$ cat src/rtl/rfphoenix_pkg.sv
// Shared constants and types for the rfphoenix FIFO pop-side logic.
package rfphoenix_pkg;

   localparam int FIFO_DEPTH = 16;
   localparam int FIFO_CNT_W = 4;
   localparam int SKID_DEPTH = 2;
   localparam int WORD_W     = 3;

   typedef logic [WORD_W-1:0] fifo_word_t;
   typedef logic [1:0]        skid_occ_t;

endpackage

$ cat src/rtl/rfphoenix_skid2.sv
// Two-entry FIFO-ordered skid buffer: pop shifts the head out, then push lands at the new tail.
module rfphoenix_skid2
   import rfphoenix_pkg::*;
#(
   parameter int WID = WORD_W
) (
   input  logic           clk,
   input  logic           rst_n,
   input  logic           flush,
   input  logic           push,
   input  logic [WID-1:0] push_data,
   input  logic           pop,
   output skid_occ_t      occ,
   output logic [WID-1:0] head
);

   logic [WID-1:0] entry [SKID_DEPTH];
   skid_occ_t      occ_after_pop;

   assign occ_after_pop = occ - skid_occ_t'(pop);
   assign head          = entry[0];

   always_ff @(posedge clk or negedge rst_n) begin
      if (!rst_n) begin
         occ <= '0;
         // NOTE: the entries are reset too, because the head word is visible on out_data straight out of reset.
         entry[0] <= '0;
         entry[1] <= '0;
      end else if (flush) begin
         occ <= '0;
      end else begin
         if (pop)
            entry[0] <= entry[1];
         // A push after a pop targets the slot freed by the shift, so it overrides the shift above.
         if (push)
            entry[occ_after_pop[0]] <= push_data;
         occ <= occ_after_pop + skid_occ_t'(push);
      end
   end

endmodule

$ cat src/rtl/rfphoenix_fifo_reader.sv
// Pop-side controller for the 16-entry registered-output FIFO: pop credit, read-latency
// tracking, valid/ready presentation through a skid buffer, delivered-word counter.
module rfphoenix_fifo_reader
   import rfphoenix_pkg::*;
#(
   parameter int WID = 3,
   parameter int CW  = 16
) (
   input  logic                  rst_n,
   input  logic                  clk,
   input  logic                  en,
   input  logic                  flush,
   input  logic [FIFO_CNT_W-1:0] fifo_cnt,
   input  logic                  fifo_wr,
   input  logic [WID-1:0]        fifo_dout,
   output logic                  fifo_rd,
   output logic                  out_valid,
   output logic [WID-1:0]        out_data,
   input  logic                  out_ready,
   output logic [CW-1:0]         pop_count,
   output logic                  drained
);

   skid_occ_t  occ;
   logic       inflight;
   logic       deq;
   logic [2:0] committed;

   assign out_valid = (occ != '0);
   assign deq       = out_valid & out_ready;

   // Words already owed to the skid buffer after this cycle's dequeue; 3 bits so the
   // subtraction cannot wrap when the buffer is empty.
   assign committed = 3'(occ) + 3'(inflight) - 3'(deq);

   // Writer wins a same-cycle collision, since rd+wr together is a FIFO no-op.
   assign fifo_rd = rst_n & en & ~flush & (fifo_cnt != '0) & ~fifo_wr
                  & (committed < 3'(SKID_DEPTH));

   assign drained = (fifo_cnt == '0) & ~inflight & (occ == '0);

   rfphoenix_skid2 #(.WID(WID)) u_skid (
      .clk       (clk),
      .rst_n     (rst_n),
      .flush     (flush),
      .push      (inflight),
      .push_data (fifo_dout),
      .pop       (deq),
      .occ       (occ),
      .head      (out_data)
   );

   always_ff @(posedge clk or negedge rst_n) begin
      if (!rst_n) begin
         inflight  <= 1'b0;
         pop_count <= '0;
      end else begin
         // fifo_rd is already forced low during flush, so this also clears inflight on flush.
         inflight <= fifo_rd;
         if (deq)
            pop_count <= pop_count + CW'(1);
      end
   end

endmodule

$ cat config.mk
export PLATFORM = sky130hd
export DESIGN_NAME = rfphoenix_fifo_reader
export DESIGN_NICKNAME = d
export VERILOG_FILES = /design/src/rtl/rfphoenix_pkg.sv /design/src/rtl/rfphoenix_skid2.sv /design/src/rtl/rfphoenix_fifo_reader.sv
export SDC_FILE = /design/constraint.sdc
export NUM_CORES = 1
export LEC_CHECK = 0
export CAP_MARGIN = 10
export CORE_MARGIN = 5
export CORE_UTILIZATION = 53
export CTS_BUF_LIST = sky130_fd_sc_hd__clkbuf_4
export CTS_CLUSTER_DIAMETER = 80
export DETAILED_ROUTE_END_ITERATION = 8
export GPL_TIMING_DRIVEN = 0
export PLACE_DENSITY = 0.87
export SLEW_MARGIN = 5
export SYNTH_ARGS = -nofsm -noshare
export SYNTH_HDL_FRONTEND = slang
export SYNTH_SLANG_ARGS = --single-unit
$ cat constraint.sdc
create_clock -name clk -period 3.2 [get_ports clk]
set_clock_uncertainty 0.2 [all_clocks]
set_input_delay 0.32 -clock clk [delete_from_list [all_inputs] [get_ports clk]]
set_output_delay 0.32 -clock clk [all_outputs]
set_load 0.005 [all_outputs]
After elaboration in Yosys (flattened, before gate mapping):

Cells that the tools add are included.
Widths: inputs -> output; s select.

* add/sub/neg operators: 5
* magnitude comparators: 3
* multiplexer cells: 7
* bitwise gates (word level): 12
* reductions and logical operators: 6

Operators by type and width (count)
* $add 16x1->16 const B: 1
* $mux 3: 3
* $and 1x1->1: 8
* $bwmux 6: 1
* $mux 6: 1
* $logic_not 4->1: 1
* $reduce_bool 4->1: 1
* $add 2x1->3: 1
* $demux 3 s1: 1
* $lt 3x2->1 const B: 1
* $not 1->1: 3
* $sub 3x1->3: 1
* $add 2x1->2: 1
* $ge 2x2->1 const B: 1
* $logic_not 2->1: 1
* $lt 2x1->1 const B: 1
* $mux 2: 1
* $not 1->2: 1
* $reduce_and 2->1: 1
* $reduce_bool 2->1: 1
* $sub 2x1->2: 1
* $logic_and 1x1->1: 1

* bits in registers: 25
* bits of input ports: 13
* output and inout bits: 22
* word-level logic and storage cells: 38

Depth between registers and ports, before layout:

Gate-level depths: netlist (run 1).

* depth after elaboration: 10
* gate-level depth with buffers: 7
* gate-level depth less buffers: 6

Hierarchy:

A second synthesis (run 1) with hierarchy kept.

* cell total of the unflattened synthesis: 108
* area, all modules: 1263.7 µm²

By module, submodules not included
* rfphoenix_fifo_reader: times used 1, cells an instance 73, area an instance 839.6 µm², seq. area each 425.4 µm²
* rfphoenix_skid2: times used 1, cells an instance 35, area an instance 424.2 µm², seq. area each 200.2 µm²

Least setup slack after synthesis (run 1):

No wires, ideal clock.

* path type: register to output
* from: register u_skid.occ[1]
* to: output fifo_rd
* data arrival time: 1.801 ns
* data required time: 2.680 ns
* path slack: 0.879 ns
* cell stages (with the launch flop): 8
* cells stage by stage: dfrtp_1 clkbuf_2 nand2_1 mux2i_1 nand2_1 fa_1 nand4b_1 nor4_1

* word-level cells in the longest chain between the ends: 5
* elaborated cells on any way between the ends: 6
* classes of those cells: add/sub (2); order compare (1); bitwise (2); reduce/logical (1)

RTL lines
* start, declared: RTL line rfphoenix_skid2.sv:13 `output skid_occ_t occ,`
* start signal, assigned: RTL line rfphoenix_skid2.sv:37 `occ <= occ_after_pop + skid_occ_t'(push);`
* branches (longest 2 deep; another with $add 2x1->3)
* $sub 3x1->3 *: RTL line rfphoenix_fifo_reader.sv:34 `assign committed = 3'(occ) + 3'(inflight) - 3'(deq);`
* $lt 3x2->1 *: RTL line rfphoenix_fifo_reader.sv:38 `& (committed < 3'(SKID_DEPTH));`
* $and 1x1->1 *: RTL line rfphoenix_fifo_reader.sv:38
* end, declared: RTL line rfphoenix_fifo_reader.sv:16 `output logic fifo_rd,`

Mark *: on every way between the ends.

Worst setup path after layout (run 1):

Same ends and word-level chain as after synthesis.

==> impl_metrics.tcl, run 1 <==
set metrics [dict create \
    p_seq_frac 0.566 \
    antenna_found_initial 0 \
    crit_chain "clkbuf_4 -> nand2_1 -> mux2i_2 -> nand2_1 -> fa_1 -> xor2_1 -> nor4_2 -> dlygate4sd2_1" \
    path_class "reg2out" \
    yosysSeqAreaShare 0.489 \
    clkTransAtPathRegs_ns 0.14 \
    cts_tree "built" \
    setup_viol_count_final 0 \
    die_x_um 59.1 \
    port-buffer-count 33 \
    core_um2 2250 \
    grt_overflow_total 0 \
    via_count 986 \
    cts_buffers 3 \
    period_share 0.916 \
    synthTopCellsByCount "25 x dfrtp_1, 11 x nand2_1, 11 x xnor2_1, 6 x mux2_2, 6 x xor2_1" \
    cts_root_buf "clkbuf_4" \
    synth_seq_cells 25 \
    finalCriticalPeriod_ns 2.93 \
    slew_headroom 0.628 \
    slowest_stage "dfrtp_1" \
    cp-start-kind "flop" \
    tightest_slew_ns 0.559 \
    fmax_ghz 0.341 \
    met1_length_um 1180 \
    io_pins 35 \
    avgSynthCellArea_um2 11.3 \
    drtIter0Drc 20 \
    start_util 0.567 \
    htree_levels 1 \
    synth_area_um2 1280 \
    drt-total-wl_um 2720 \
    syn_inst 113 \
    wl_per_cell_um 15.1 \
    ctsLongestPathBuffers 2 \
    critPathMaxStageDelay_ns 0.40 \
    swShare 0.267 \
    grt_max_degree 27 \
    antennaDiodeCount 0 \
    detailroute.wirelength.met2_um 1410 \
    firstDrtPassIters 4 \
    p_sw_w 0.000170 \
    synth_top_cell_area_share 0.489 \
    yosysMostFrequentCell "dfrtp_1" \
    fp-row-count 17 \
    max_cap_violations 0 \
    grt_pass1_wl_um 4690 \
    layout-drive-gt1-share 0.178 \
    routabilityCongestion 0.741 \
    syn-num-nets 129 \
    nets 169 \
    grt_pass1_vias 984 \
    synth_area_leaders "dfrtp_1 49%, xnor2_1 7.5%, mux2_2 5.3%" \
    cp_max_fo 8 \
    outcome "finished, final reports clean" \
    clock_power_share 0.235 \
    ys.flop_type "dfrtp_1" \
    synth_edf_count 0 \
    vias_per_cell 5.48 \
    fp.dieH_um 59.1 \
    dp_hpwl_um 2120 \
    fin_cells 180 \
    end_kind "output pin" \
    grt_setup_unrepaired "no" \
    clock-sinks 25 \
    critPathRequiredTime_ns 2.68 \
    p_comb_frac 0.200 \
    die-area_um2 3500 \
    power.density_nw_per_um2 376 \
    ir_worst_vdd_uv 277 \
    hold_viol 0 \
    hp-class "in2reg" \
    synth_cell_type_count 37 \
    wl_met3_um 85 \
    insertion_delay_ns 0.33 \
    areaGrowthSynthToFinish_pct 32.7 \
    slew_viol_final 0 \
    synth_top_area_cell "dfrtp_1" \
    crit_top_cell "nand2_1" \
    grt.total_usage 0.179 \
    placed_cell_area_um2 1640 \
    p_int_w 0.000467 \
    place_inst 174 \
    async_reset_ff_frac 1.00 \
    drc_errors 0 \
    p_leak_nw 0.759 \
    ant_nets 0 \
    ys_warn_count 0 \
    arrival_ns 2.41 \
    top_layer "met4" \
    design_area_um2 1700 \
    rrSetupSlack_ns 1.09 \
]
kinds of logic after synthesis:
| family | count (synthesis) | synth area share |
|---|---|---|
| muxes | 7 | 0.0607 |
| xor gates and xnor gates | 17 | 0.116 |
| adders and majority gates | 3 | 0.0352 |
| DFF | 25 | 0.489 |
| AOI/OAI and AO/OA | 13 | 0.0793 |
| and+or+nand+nor | 40 | 0.182 |
| buffers and inverters | 8 | 0.0372 |
placed cells by master (no fill, tap or decap), drive strengths merged:
| master | n |
|---|---|
| o31ai | 2 |
| clkinvlp | 1 |
| a21o | 1 |
| dlygate4sd2 | 2 |
| nand4 | 4 |
| nor3 | 4 |
| nor2b | 1 |
| mux2i | 1 |
| o21ai | 2 |
| a22oi | 5 |
| nor3b | 1 |
| nand4b | 1 |
| nor4 | 3 |
| xnor2 | 11 |
| clkdlybuf4s50 | 30 |
| ha | 2 |
| clkbuf | 5 |
| nor2 | 3 |
| and2b | 1 |
| a221o | 1 |
| nand3 | 3 |
| mux2 | 6 |
| o211ai | 1 |
| dfrtp | 25 |
| and3 | 2 |
| xor2 | 6 |
| or2 | 2 |
| buf | 7 |
| and2 | 1 |
| and3b | 1 |
| and4bb | 1 |
| dlygate4sd3 | 1 |
| inv | 1 |
| nand2b | 1 |
| o2111ai | 1 |
| nand2 | 11 |
| fa | 1 |
worst paths after layout:
check,cells past startpoint,from,to
setup reg to reg,7,u_skid.occ[1]$_DFF_PN0_,inflight$_DFF_PN0_
hold reg to reg,1,pop_count[15]$_DFFE_PN0P_,pop_count[15]$_DFFE_PN0P_
max in group asynchronous,2,rst_n,asynchronous set/reset pin
min in group asynchronous,2,rst_n,pop_count[1]$_DFFE_PN0P_
hold / removal,2,flush,u_skid.occ[0]$_DFF_PN0_
setup / recovery,8,u_skid.occ[1]$_DFF_PN0_,fifo_rd
cell type report:
| cell class | instances | area (um^2) |
|---|---|---|
| clock inverter | 1 | 7.51 |
| inverter | 1 | 3.75 |
| multi-input combinational | 80 | 616 |
| fill | 163 | 558 |
| sequential | 25 | 626 |
| clock buffer | 3 | 22.5 |
| buffer | 7 | 46.3 |
| tap | 28 | 35.0 |
| timing repair buffer | 35 | 340 |
power groups by stage:
stage | Sequential (W) | Clock [W] | Combinational, W
floorplan | 0.000363 | 0 | 0.0000520
global route | 0.000364 | 0.000173 | 0.000143
global placement | 0.000364 | 0 | 0.000123
finish | 0.000360 | 0.000150 | 0.000127
detailed placement | 0.000366 | 0 | 0.000128
CTS | 0.000360 | 0.000154 | 0.000129
metrics by stage:
step | worst slack, ns | total power [W] | setup TNS [ns] | hold WS (ns) | utilization
2_1_floorplan | 0.879 | 0.000415 | 0 | -0.176 | -
3_3_place_gp | -0.272 | 0.000487 | -0.272 | 0.262 | 0.729
3_5_place_dp | -0.311 | 0.000494 | -0.311 | 0.272 | 0.729
4_1_cts | 0.253 | 0.000644 | 0 | 0.152 | 0.750
5_1_grt | 0.0594 | 0.000681 | 0 | 0.175 | 0.752
6_report | 0.269 | 0.000637 | 0 | 0.155 | 0.752
critical path, delay by kind of cell, from the launching register on:
family / cells / cell delay (ns)
simple gates: 3 / 0.48
buf+inv: 2 / 0.46
flops: 1 / 0.40
fa+ha+maj: 1 / 0.38
mux: 1 / 0.20
xor+xnor: 1 / 0.16
what timing repair did:
item | CTS | global route
resized for setup | 5 | 0
endpoints found under the hold margin | 0 | 25
endpoints found under the setup margin | 1 | 0
hold buffers | 0 | 1
setup buffers | 1 | 0
per-layer routing:
metal  vias up  global-route usage
met5         -                   0
met4         0              0.0809
met3         5              0.0305
met2        22               0.293
met1       481               0.229
li1        478                   -
No activity file was read; power rests on OpenSTA's default activity.
==> run 2, diff against run 1 <==
CAP_MARGIN = 15   (was 10)
CORE_UTILIZATION = 40   (was 53)
PLACE_DENSITY = 0.71   (was 0.87)
clock period = 2.6 ns   (was 3.2 ns; I/O delays follow)
==> run 2 against run 1 <==
The flow now finishes with violations (setup timing); global-route usage is 4.1 points lower; largest power group unchanged; routed wire length down 2.6%; highest routed layer unchanged; worst setup slack worse by 0.28 ns; critical path depth unchanged; critical endpoint unchanged; combinational power is 22% higher; cell area grew 3.4%; die area up 27%; register-to-register slack worse by 0.44 ns; clock power is 23% higher.
==> impl_metrics.tcl, run 2 (synthesis gave the netlist of run 1 again) <==
set metrics [dict create \
    cp-start-kind "flop" \
    fp.dieH_um 66.5 \
    wl_per_cell_um 13.4 \
    path_class "reg2out" \
    p_leak_nw 0.794 \
    firstDrtPassIters 2 \
    grt_setup_unrepaired "yes" \
    rrSetupSlack_ns 0.65 \
    finalCriticalPeriod_ns 2.61 \
    fp-row-count 20 \
    final_common_cell "clkdlybuf4s50_1" \
    setup_viol_count_final 1 \
    port-buffer-count 33 \
    nets 171 \
    cts_buffers 3 \
    outcome "complete, but fails checks" \
    preCtsSetupSlack_ns -0.765 \
    ir_worst_vdd_uv 312 \
    drt-total-wl_um 2650 \
    start_util 0.419 \
    layout-drive-gt1-share 0.208 \
    end_kind "output pin" \
    clkTransAtPathRegs_ns 0.14 \
    cp_max_fo 3 \
    tightest_slew_ns 0.572 \
    htree_levels 1 \
    ant_nets 0 \
    slew_viol_final 0 \
    hold_viol 0 \
    max_cap_violations 0 \
    via_count 982 \
    antennaDiodeCount 0 \
    violations "setup timing" \
    vias_per_cell 4.96 \
    grt_pass1_vias 1042 \
    grt.total_usage 0.138 \
    critPathRequiredTime_ns 2.14 \
    routabilityCongestion 0.775 \
    cts_tree "built" \
    insertion_delay_ns 0.33 \
    ctsLongestPathBuffers 2 \
    cts_root_buf "clkbuf_4" \
    die-area_um2 4430 \
    arrival_ns 2.15 \
    drtIter0Drc 25 \
    clock-sinks 25 \
    fmax_ghz 0.383 \
    slew_headroom 0.619 \
    power.density_nw_per_um2 447 \
    die_x_um 66.5 \
    fin_util 0.575 \
    io_pins 35 \
    grt_overflow_total 0 \
    areaGrowthSynthToFinish_pct 37.2 \
    core_um2 3050 \
    period_share 1.00 \
    dp_hpwl_um 2000 \
    grt_pass1_wl_um 4730 \
    antenna_found_initial 0 \
    grt_max_degree 27 \
    fin_ws_ns -0.00757 \
    drc_errors 0 \
    final_cell_mix "29 x clkdlybuf4s50_1, 24 x dfrtp_1, 11 x xnor2_1, 10 x nand2_1, 7 x buf_4" \
    hp-class "in2reg" \
]
-- run 2: changes by cell type in the layout (fill, tap and decap cells not counted) --
cell | previous run | this run
buf_2 | 2 | 3
buf_4 | 5 | 7
clkbuf_4 | 4 | 3
clkbuf_8 | 0 | 1
clkdlybuf4s50_1 | 30 | 29
dfrtp_1 | 25 | 24
dfrtp_2 | 0 | 1
dlygate4sd2_1 | 2 | 1
dlymetal6s2s_1 | 0 | 1
mux2i_2 | 1 | 0
mux2i_4 | 0 | 1
nand2_1 | 11 | 10
nand2_4 | 0 | 1
-- run 2: power breakdown --
| part | switching (W) | internal (W) |
|---|---|---|
| Clock | 0.000126 | 0.0000589 |
| Combinational | 0.0000563 | 0.0000986 |
| Sequential | 0.0000281 | 0.000416 |
-- run 2: area by class of cell --
cell class / count / area, um^2
Buffer: 7 / 52.6
Clock buffer: 3 / 22.5
Clock inverter: 1 / 7.51
Fill cell: 302 / 1300
Inverter: 1 / 3.75
Multi-Input combinational cell: 80 / 632
Sequential cell: 25 / 627
Tap cell: 44 / 55.1
Timing Repair Buffer: 37 / 354
-- run 2: repair_timing --
action | 4_1_cts | 5_1_grt
resized for setup | 12 | 3
buffers inserted | 3 | 0
pin swaps | 2 | 0
hold endpoints to repair | 0 | 25
setup endpoints to repair | 1 | 2
hold buffers | 0 | 1
cloned | 0 | 0
-- run 2: path summary, 6_finish.rpt --
check                                     startpoint                    endpoint  cells after the start
max                          u_skid.occ[1]$_DFF_PN0_                     fifo_rd                      8
min                                            flush     u_skid.occ[0]$_DFF_PN0_                      2
max reg2reg                  u_skid.occ[1]$_DFF_PN0_          inflight$_DFF_PN0_                      7
min reg2reg                pop_count[15]$_DFFE_PN0P_   pop_count[15]$_DFFE_PN0P_                      1
max in group asynchronous                      rst_n     u_skid.occ[0]$_DFF_PN0_                      2
min in group asynchronous                      rst_n  asynchronous set/reset pin                      2
-- run 2: per-stage QoR --
step | cell area [um^2] | total power, W | setup TNS [ns] | std cells | hold WS (ns)
3_3_place_gp | 1660 | 0.000600 | -0.704 | 190 | 0.261
5_1_grt | 1750 | 0.000826 | -0.158 | 198 | 0.135
4_1_cts | 1740 | 0.000795 | -0.0511 | 197 | 0.0809
3_5_place_dp | 1660 | 0.000608 | -0.835 | 190 | 0.269
2_1_floorplan | 1280 | 0.000510 | 0 | 113 | -0.236
6_report | 1750 | 0.000784 | -0.00757 | 198 | 0.108
-- run 2: layer usage --
| layer | GRT usage | vias up | share of wire |
|---|---|---|---|
| met1 | 0.187 | 466 | 0.48 |
| li1 | - | 486 | - |
| met3 | 0.0169 | 5 | 0.044 |
| met4 | 0.0685 | 0 | 0.021 |
| met2 | 0.215 | 25 | 0.46 |
| met5 | 0 | - | 0 |
-- run 2: worst max-delay path, stage by stage, from the launching register on --
cell	delay, ns
dfrtp_1	0.39
clkbuf_8	0.14
nand2_4	0.05
mux2i_4	0.16
nand2_1	0.09
fa_1	0.39
xor2_1	0.16
nor4_2	0.28
buf_2	0.16
